File: src/rtl/enc_gray_arbiter_if.sv
// Request/response bundle for the shared binary-to-Gray encoder slot.
interface enc_gray_arbiter_if #(
  parameter int unsigned NREQ  = 4,
  parameter int unsigned WIDTH = 10,
  parameter int unsigned IDW   = (NREQ > 1) ? $clog2(NREQ) : 1
) ();

  logic [NREQ-1:0]       req_valid;
  logic [NREQ-1:0]       req_ready;
  logic [NREQ*WIDTH-1:0] req_bin;
  logic                  rsp_valid;
  logic                  rsp_ready;
  logic [WIDTH-1:0]      rsp_gray;
  logic [IDW-1:0]        rsp_id;
  logic                  busy;

  // Requester/consumer side.
  modport master (
    output req_valid, req_bin, rsp_ready,
    input  req_ready, rsp_valid, rsp_gray, rsp_id, busy
  );

  // Encoder side.
  modport slave (
    input  req_valid, req_bin, rsp_ready,
    output req_ready, rsp_valid, rsp_gray, rsp_id, busy
  );

endinterface

File: src/rtl/enc_gray_arbiter.sv
// Round-robin arbiter sharing one registered binary-to-Gray stage among NREQ requesters.
module enc_gray_arbiter #(
  parameter int unsigned NREQ  = 4,
  parameter int unsigned WIDTH = 10,
  parameter int unsigned IDW   = (NREQ > 1) ? $clog2(NREQ) : 1
) (
  input logic               clk,
  input logic               rst,
  enc_gray_arbiter_if.slave bus
);

  typedef enum logic {
    S_EMPTY = 1'b0,
    S_FULL  = 1'b1
  } slot_e;

  slot_e            state_q, state_d;
  logic [IDW-1:0]   ptr_q, ptr_d;
  logic [IDW-1:0]   id_q, id_d;
  logic [WIDTH-1:0] gray_q, gray_d;

  logic [IDW-1:0]   idx;
  logic [IDW-1:0]   winner;
  logic             found;
  logic             slot_free;
  logic             accept;
  logic [WIDTH-1:0] sel_bin;
  logic [NREQ-1:0]  grant;
  logic [IDW-1:0]   ptr_next;

  function automatic logic [WIDTH-1:0] to_gray(input logic [WIDTH-1:0] b);
    return b ^ (b >> 1);
  endfunction

  // First valid requester at or above the pointer, wrapping around.
  always_comb begin
    found  = 1'b0;
    winner = '0;
    idx    = '0;
    for (int unsigned k = 0; k < NREQ; k++) begin
      idx = IDW'((32'(ptr_q) + k) % NREQ);
      if (!found && bus.req_valid[idx]) begin
        found  = 1'b1;
        winner = idx;
      end
    end
  end

  // Slot can take a new operand when empty or draining this cycle.
  assign slot_free = (state_q == S_EMPTY) || bus.rsp_ready;
  assign accept    = found && slot_free;
  assign ptr_next  = (winner == IDW'(NREQ - 1)) ? '0 : winner + IDW'(1);

  // Winner's operand mux and one-hot grant.
  always_comb begin
    sel_bin = '0;
    grant   = '0;
    for (int unsigned i = 0; i < NREQ; i++) begin
      if (winner == IDW'(i)) begin
        sel_bin  = bus.req_bin[i*WIDTH +: WIDTH];
        grant[i] = accept;
      end
    end
  end

  // Next-state: accept loads the slot, otherwise a drain empties it.
  always_comb begin
    state_d = state_q;
    ptr_d   = ptr_q;
    gray_d  = gray_q;
    id_d    = id_q;
    if (accept) begin
      state_d = S_FULL;
      gray_d  = to_gray(sel_bin);
      id_d    = winner;
      ptr_d   = ptr_next;
    end else if ((state_q == S_FULL) && bus.rsp_ready) begin
      state_d = S_EMPTY;
    end
  end

  // Slot and pointer registers.
  always_ff @(posedge clk or posedge rst) begin
    if (rst) begin
      state_q <= S_EMPTY;
      ptr_q   <= '0;
      gray_q  <= '0;
      id_q    <= '0;
    end else begin
      state_q <= state_d;
      ptr_q   <= ptr_d;
      gray_q  <= gray_d;
      id_q    <= id_d;
    end
  end

  // Grants are held off while reset is asserted even though the slot reads empty.
  assign bus.req_ready = rst ? '0 : grant;
  assign bus.rsp_valid = (state_q == S_FULL);
  assign bus.busy      = (state_q == S_FULL);
  assign bus.rsp_gray  = gray_q;
  assign bus.rsp_id    = id_q;

endmodule

File: src/flat_wrapper.sv
// flat-port wrapper written by rule: the top's interface ports become plain ports
module enc_gray_arbiter_flat 
#(
  parameter int unsigned NREQ  = 4,
  parameter int unsigned WIDTH = 10,
  parameter int unsigned IDW   = (NREQ > 1) ? $clog2(NREQ) : 1
)
  (clk, rst, bus_req_valid, bus_req_bin, bus_rsp_ready, bus_req_ready, bus_rsp_valid, bus_rsp_gray, bus_rsp_id, bus_busy);
  enc_gray_arbiter_if #(.NREQ(NREQ), .WIDTH(WIDTH), .IDW(IDW)) bus_i ();
  input logic clk;
  input logic rst;
  input wire logic [$bits(bus_i.req_valid)-1:0] bus_req_valid;
  input wire logic [$bits(bus_i.req_bin)-1:0] bus_req_bin;
  input wire logic [$bits(bus_i.rsp_ready)-1:0] bus_rsp_ready;
  output wire logic [$bits(bus_i.req_ready)-1:0] bus_req_ready;
  output wire logic [$bits(bus_i.rsp_valid)-1:0] bus_rsp_valid;
  output wire logic [$bits(bus_i.rsp_gray)-1:0] bus_rsp_gray;
  output wire logic [$bits(bus_i.rsp_id)-1:0] bus_rsp_id;
  output wire logic [$bits(bus_i.busy)-1:0] bus_busy;
  assign bus_i.req_valid = bus_req_valid;
  assign bus_i.req_bin = bus_req_bin;
  assign bus_i.rsp_ready = bus_rsp_ready;
  assign bus_req_ready = bus_i.req_ready;
  assign bus_rsp_valid = bus_i.rsp_valid;
  assign bus_rsp_gray = bus_i.rsp_gray;
  assign bus_rsp_id = bus_i.rsp_id;
  assign bus_busy = bus_i.busy;
  enc_gray_arbiter #(.NREQ(NREQ), .WIDTH(WIDTH), .IDW(IDW)) u_core (.clk(clk), .rst(rst), .bus(bus_i));
endmodule
File: config.mk
export PLATFORM = sky130hd
export DESIGN_NAME = enc_gray_arbiter_flat
export DESIGN_NICKNAME = d
export VERILOG_FILES = /design/src/rtl/enc_gray_arbiter_if.sv /design/src/rtl/enc_gray_arbiter.sv /design/src/flat_wrapper.sv
export SDC_FILE = /design/constraint.sdc
export NUM_CORES = 1
export LEC_CHECK = 0
export ABC_AREA = 0
export BUFFER_PORTS_ARGS = -buffer_cell sky130_fd_sc_hd__buf_2
export CORE_UTILIZATION = 40
export DETAILED_ROUTE_END_ITERATION = 8
export PLACE_DENSITY_LB_ADDON = 0.12
export SLEW_MARGIN = 20
export SYNTH_ARGS = -nofsm -noshare
export SYNTH_HDL_FRONTEND = slang
export SYNTH_SLANG_ARGS = --single-unit
File: constraint.sdc
create_clock -name clk -period 3 [get_ports clk]
set_input_delay 0.45 -clock clk [delete_from_list [all_inputs] [get_ports clk]]
set_output_delay 0.45 -clock clk [all_outputs]
set_load 0.02 [all_outputs]
==> results_dict.tcl, run 1 <==
set metrics [dict create \
    outcome "finished clean" \
    layout_common_cells "64 x sky130_fd_sc_hd__buf_2, 15 x sky130_fd_sc_hd__dfrtp_1, 10 x sky130_fd_sc_hd__nor2_1" \
    floorplan.io_pins 65 \
    highest_fanout_seen_on_the_critical_path 9 \
    die_y_um 54.0 \
    route.vias.total 1249 \
    final_layout_size_suffix_gt1_share_pct 39.6 \
    powerDensity_nw_per_um2 918 \
    antenna_left 0 \
    via_count_of_the_first_global_routing_pass 1038 \
    cts_buffer_depth 2 \
    clk_latency_ps 290 \
    synth.yosys.seq_area_share_pct 34.6 \
    synth-async-reset-ratio_pct 100 \
    share_comb_of_total_power_pct 65.1 \
    timing.critical_path.slowest_cell_delay_ps 520 \
    power.share.sequential_pct 25.8 \
    static-leakage-power_nw 0.714 \
    synth_largest_type_area_fraction_pct 34.6 \
    clock_skew_ps 14.2 \
    cts-hold-fix-buffers 0 \
    number_of_max_slew_violations_in_the_final_report 0 \
    antennaDiodeCount 0 \
    floorplan.rows 18 \
    cp_slowest_cell "sky130_fd_sc_hd__a221oi_1" \
    finalWirelength_um 3050 \
    tritoncts "done" \
    mean_syn_cell_area_um2 8.74 \
    crit_family "compound AO/OA/AOI/OAI gates" \
    drt_first_pass_iters 4 \
    layout.cells.most_common "sky130_fd_sc_hd__buf_2" \
    cts-buffers-inserted 3 \
    gp_congestion 0.822 \
    cts_setup_buffers 0 \
    worst_pin_slew_ps 941 \
    maxSlewHeadroom_pct 37.3 \
    netlist.top_cell.by_area "sky130_fd_sc_hd__dfrtp_1" \
    nets 239 \
    crit_required_ps 3120 \
    hold_class "in2async" \
    power.share.switching_pct 47.5 \
    yosys_warnings 0 \
    timing.final.crit_period_ps 2730 \
    cts.clk_slew.worst_paths_ps 110 \
    final-hold-violation-count 0 \
    area_growth_pct 34.3 \
    worst_setup_path_start_kind "flip-flop" \
    drtIter0Drc 38 \
    floorplan.initialDensity_pct 43.0 \
    post-route-drc-count 0 \
    synth-seq-cells 15 \
    maximum_operating_frequency_ghz 0.367 \
    antenna_violations_before_repair 0 \
    grt_max_degree 25 \
    placement.io_buffers 64 \
    grt_setup_unrepaired "false" \
    max_cap_viols 0 \
    ir_worst_vdd_mv 0.523 \
    synth-main-ff-cell "sky130_fd_sc_hd__dfrtp_1" \
    tritoncts_num_sinks 15 \
    global_route_wire_length_before_repair_um 4630 \
    fp.dieW_um 54.0 \
    number_of_failing_setup_endpoints_in_the_final_timing_report 0 \
    p_int_mw 0.701 \
    globalRouteOverflowTotal 0 \
    ys_top_cells_by_area "sky130_fd_sc_hd__dfrtp_1 35%, sky130_fd_sc_hd__a211o_1 5.7%, sky130_fd_sc_hd__a31oi_1 5.2%" \
    timing.critical_path.arrival_ps 2840 \
    library_cell_used_as_clock_root_buffer "sky130_fd_sc_hd__clkbuf_4" \
    clock_power_share_pct 9.1 \
    netlist-cell-type-count 34 \
    timing.critical_path.buf_inv 1 \
    holdWs_ps 141 \
    ctsHtreeMaxLevel 1 \
    power.net_switching_mw 0.634 \
    cp_cell_sequence "nor2b_1 > a21oi_1 > o221ai_1 > inv_1 > ha_2 > or2_1 > a221oi_1 > a211o_1 > a31oi_1" \
    dp.final_hpwl_um 2380 \
    post_synth_instance_area_um2 1080 \
    avgRoutedWirePerCell_um 14.1 \
    dieArea_um2 2920 \
    criticalPathCategory "reg2reg" \
    drt-vias-per-instance 5.76 \
    synth_cells 124 \
    tns_ps 0 \
    cts_resized 0 \
    number_of_synthesized_flops_with_an_enable_pin 0 \
    track_usage_pct 22.1 \
    synthesis.nets 175 \
    timing.critical_path.to_type "flip-flop" \
    design.core.area_um2 2520 \
    fin_crit_sh_pct 90.9 \
]
[area by class of cell]
type | instances | area, um2
Fill cell | 251 | 1070
Multi-Input combinational cell | 95 | 651
Sequential cell | 15 | 375
Timing Repair Buffer | 66 | 335
Tap cell | 30 | 37.5
Inverter | 7 | 30.0
Clock buffer | 4 | 26.3
[final timing paths]
kind / start / cells after the start / slack (ps) / endpoint
hold / removal: rst / 2 / 140 / u_core.ptr_q[1]
setup reg to reg: u_core.ptr_q[0] / 9 / 270 / u_core.bus.rsp_gray[4]
min in group clk: bus_rsp_ready / 4 / 420 / u_core.bus.busy
hold reg to reg: u_core.bus.rsp_gray[9] / 2 / 490 / u_core.bus.rsp_gray[9]
max in group asynchronous: rst / 3 / 2390 / u_core.bus.rsp_gray[4]
setup / recovery: u_core.ptr_q[0] / 9 / 270 / u_core.bus.rsp_gray[4]
[cell usage after synthesis (5+ instances only)]
master                     number
sky130_fd_sc_hd__a211o_1        7
sky130_fd_sc_hd__a221oi_1       6
sky130_fd_sc_hd__a31oi_1        9
sky130_fd_sc_hd__dfrtp_1       15
sky130_fd_sc_hd__inv_1          6
sky130_fd_sc_hd__nand2_1        9
sky130_fd_sc_hd__nor2_1        10
sky130_fd_sc_hd__o211ai_1       7
sky130_fd_sc_hd__o21ai_0        5
sky130_fd_sc_hd__o22ai_1        6
[registers in the layout, indices dropped and copies added, names as in the netlist]
signal / flops
u_core.bus.busy: 1
u_core.bus.rsp_id: 2
u_core.ptr_q: 2
u_core.bus.rsp_gray: 10
[kinds of logic (layout without fill, tap and decap cells)]
kind of cell             count (synthesis)  in the layout  synth area share (%)
AO/OA/AOI/OAI                           55             55                  37.8
adder cells (fa/ha/maj)                  4              4                  4.62
multiplexers                             1              1                  1.04
flip-flops                              15             15                  34.6
AND/OR/NAND/NOR                         35             35                  15.8
buffers and inverters                   14             77                  6.12
[metrics by stage]
| step | total power, mW | cell area, um2 | worst slack, ps | instances | utilization, % |
|---|---|---|---|---|---|
| floorplan | 0.995 | 1080 | 540 | 124 | - |
| global placement | 1.18 | 1420 | 296 | 213 | 56.3 |
| finish | 1.34 | 1460 | 274 | 217 | 57.7 |
| CTS | 1.33 | 1450 | 179 | 217 | 57.3 |
| detailed placement | 1.20 | 1420 | 67.3 | 213 | 56.3 |
| global route | 1.46 | 1460 | 25.9 | 217 | 57.7 |
[metal layers]
layer | routed length, um | global-route usage (%) | vias up
met2 | 1430 | 35.4 | 54
met3 | 216 | 3.67 | 4
met4 | 18 | 6.41 | 0
met5 | 0 | 0 | -
met1 | 1390 | 30.2 | 576
li1 | - | - | 615
[power by group through the flow]
stage	clock [mW]	combinational, mW	sequential (mW)
2_1_floorplan	0	0.553	0.442
3_3_place_gp	0	0.836	0.345
3_5_place_dp	0	0.856	0.348
4_1_cts	0.126	0.859	0.345
5_1_grt	0.137	0.970	0.356
6_report	0.122	0.869	0.344
(Power assumes the default switching activity.)
==> inputs of run 2 (changes only) <==
CELL_PAD_IN_SITES_DETAIL_PLACEMENT = 1   (was not set)
CELL_PAD_IN_SITES_GLOBAL_PLACEMENT = 2   (was not set)
CORE_UTILIZATION = 23   (was 40)
==> run 2 against run 1 <==
The flow now finishes with violations (DRC). Highest routed layer unchanged. Sequential cell count is the same. Count of clock-buffer cells in the layout is the same. Worst setup slack gained 8.1 ps. Critical path depth is the same. Die area grew 71%. Non-clock buffer count grew 1. First-iteration DRC count grew 66%. Final cell count grew 11%. Combinational power grew 2%. Largest cell class unchanged. Clock skew shrank 11 ps.
==> results_dict.tcl, run 2 (synthesis gave the netlist of run 1 again) <==
set metrics [dict create \
    outcome "complete, but fails checks" \
    failed_checks "DRC" \
    met2RoutedLength_um 1870 \
    launching_point_of_the_worst_reg2reg_path "u_core.ptr_q[0]" \
    crit_family "compound AO/OA/AOI/OAI gates" \
    wl_met1_um 1700 \
    route.vias.total 1237 \
    number_of_failing_setup_endpoints_in_the_final_timing_report 0 \
    worst_setup_path_start_kind "flip-flop" \
    drt_first_pass_iters 6 \
    static-leakage-power_nw 0.728 \
    tns_ps 0 \
    final-hold-violation-count 0 \
    maximum_operating_frequency_ghz 0.368 \
    ir_worst_vdd_mv 0.218 \
    placement.io_buffers 64 \
    finalWirelength_um 3760 \
    worstSetupStartpoint "u_core.ptr_q[0]" \
    drt-vias-per-instance 5.15 \
    layout_common_cells "64 x sky130_fd_sc_hd__buf_2, 15 x sky130_fd_sc_hd__dfrtp_1, 10 x sky130_fd_sc_hd__nor2_1" \
    antennaDiodeCount 0 \
    tritoncts_num_sinks 15 \
    tritoncts "done" \
    cts-buffers-inserted 3 \
    design.core.area_um2 4440 \
    crit_required_ps 3180 \
    die_y_um 70.6 \
    highest_fanout_seen_on_the_critical_path 9 \
    avgRoutedWirePerCell_um 15.7 \
    area_growth_pct 38.7 \
    timing.critical_path.buf_inv 1 \
    top_layer "met4" \
    clock_skew_ps 3.51 \
    cp_slowest_cell "sky130_fd_sc_hd__dfrtp_1" \
    fin_crit_sh_pct 90.6 \
    library_cell_used_as_clock_root_buffer "sky130_fd_sc_hd__clkbuf_8" \
    cts.clk_slew.worst_paths_ps 70 \
    post-route-drc-count 10 \
    layout.cells.most_common "sky130_fd_sc_hd__buf_2" \
    grt_max_degree 19 \
    cp_cell_sequence "nor2b_1 > a21oi_1 > o221ai_1 > inv_1 > ha_1 > or2_1 > a221o_1 > a211o_1 > a31oi_1" \
    via_count_of_the_first_global_routing_pass 1255 \
    timing.critical_path.arrival_ps 2890 \
    fp.dieW_um 70.6 \
    final_layout_size_suffix_gt1_share_pct 38.8 \
    maxSlewHeadroom_pct 50.7 \
    timing.critical_path.to_type "flip-flop" \
    fill_cells 565 \
    track_usage_pct 16.0 \
    grt_setup_unrepaired "false" \
    antenna_violations_before_repair 0 \
    wl_met3_um 170 \
    dp.final_hpwl_um 2960 \
    antenna_left 0 \
    nets 240 \
    criticalPathCategory "reg2reg" \
    floorplan.initialDensity_pct 24.4 \
    clk_latency_ps 250 \
    dieArea_um2 4990 \
    gp_congestion 0.765 \
    hold_class "in2async" \
    timing.final.crit_period_ps 2720 \
    number_of_max_slew_violations_in_the_final_report 0 \
    globalRouteOverflowTotal 0 \
    floorplan.rows 24 \
    powerDensity_nw_per_um2 937 \
    cts_buffer_depth 2 \
    max_cap_viols 0 \
    timing.critical_path.slowest_cell_delay_ps 410 \
    global_route_wire_length_before_repair_um 6240 \
    worst_pin_slew_ps 738 \
    largest_register_ffs 10 \
    power_mw 1.41 \
    drtIter0Drc 63 \
    ctsHtreeMaxLevel 1 \
    cts_setup_buffers 0 \
    floorplan.io_pins 65 \
]
## run 2: changes by cell type in the layout (fill, tap and decap cells not counted)
cell,previous run,this run
sky130_fd_sc_hd__clkinvlp_4,1,0
sky130_fd_sc_hd__ha_1,3,4
sky130_fd_sc_hd__clkbuf_8,0,3
sky130_fd_sc_hd__clkinv_1,0,1
sky130_fd_sc_hd__buf_4,2,3
sky130_fd_sc_hd__clkbuf_4,3,0
sky130_fd_sc_hd__ha_2,1,0
## run 2: layer usage
metal / track usage, % / vias to the layer above
met3: 2.71 / 2
met2: 27.5 / 31
met1: 20.8 / 589
met5: 0 / -
li1: - / 615
met4: 4.00 / 0
## run 2: power by group
part | switching (mW) | total (mW) | internal (mW) | leakage [nW]
clock | 0.0826 | 0.177 | 0.0943 | 0.0228
combinational | 0.527 | 0.887 | 0.359 | 0.534
sequential | 0.0510 | 0.344 | 0.293 | 0.172
total | 0.661 | 1.41 | 0.747 | 0.728
## run 2: final cells by class
class / count / area [um2] / area share (%)
Sequential cell: 15 / 375 / 25.0
Clock buffer: 4 / 45.0 / 3.00
Inverter: 7 / 26.3 / 1.75
Timing Repair Buffer: 67 / 343 / 22.8
Multi-Input combinational cell: 95 / 648 / 43.1
Tap cell: 52 / 65.1 / 4.33
## run 2: worst reg2reg max path: cells and delay by family, from the launching register on
kind,cells,cell delay [ps]
AO/OA/AOI/OAI,5,1260
AND/OR/NAND/NOR,2,550
flip-flops,1,410
adder cells (fa/ha/maj),1,290
buffers and inverters,1,130
## run 2: through the flow
step | instance area, um2 | util, % | instances | setup slack (ps) | hold slack (ps)
finish | 1500 | 33.8 | 240 | 282 | 327
floorplan | 1080 | - | 124 | 540 | 367
global placement | 1460 | 32.7 | 236 | 214 | 455
CTS | 1500 | 33.8 | 240 | 201 | 345
detailed placement | 1460 | 32.7 | 236 | 10.5 | 467
global route | 1500 | 33.8 | 240 | 45.1 | 383
## run 2: worst paths after layout
check / end / slack (ps) / depth (start not counted)
worst max-delay path: u_core.bus.rsp_gray[0] / 280 / 9
worst min-delay path: u_core.bus.rsp_gray[4] / 330 / 2
worst max register to register: u_core.bus.rsp_gray[0] / 280 / 9
worst min register to register: u_core.bus.rsp_gray[9] / 480 / 2
max in group asynchronous: u_core.ptr_q[0] / 2210 / 2
min in group clk: u_core.bus.rsp_gray[9] / 480 / 2
## run 2: what timing repair did
| item | CTS | global route |
|---|---|---|
| hold buffers | 0 | 0 |
| endpoints found under the hold margin | 0 | 0 |
| setup endpoints to repair | 0 | 3 |
| resized for setup | 0 | 1 |
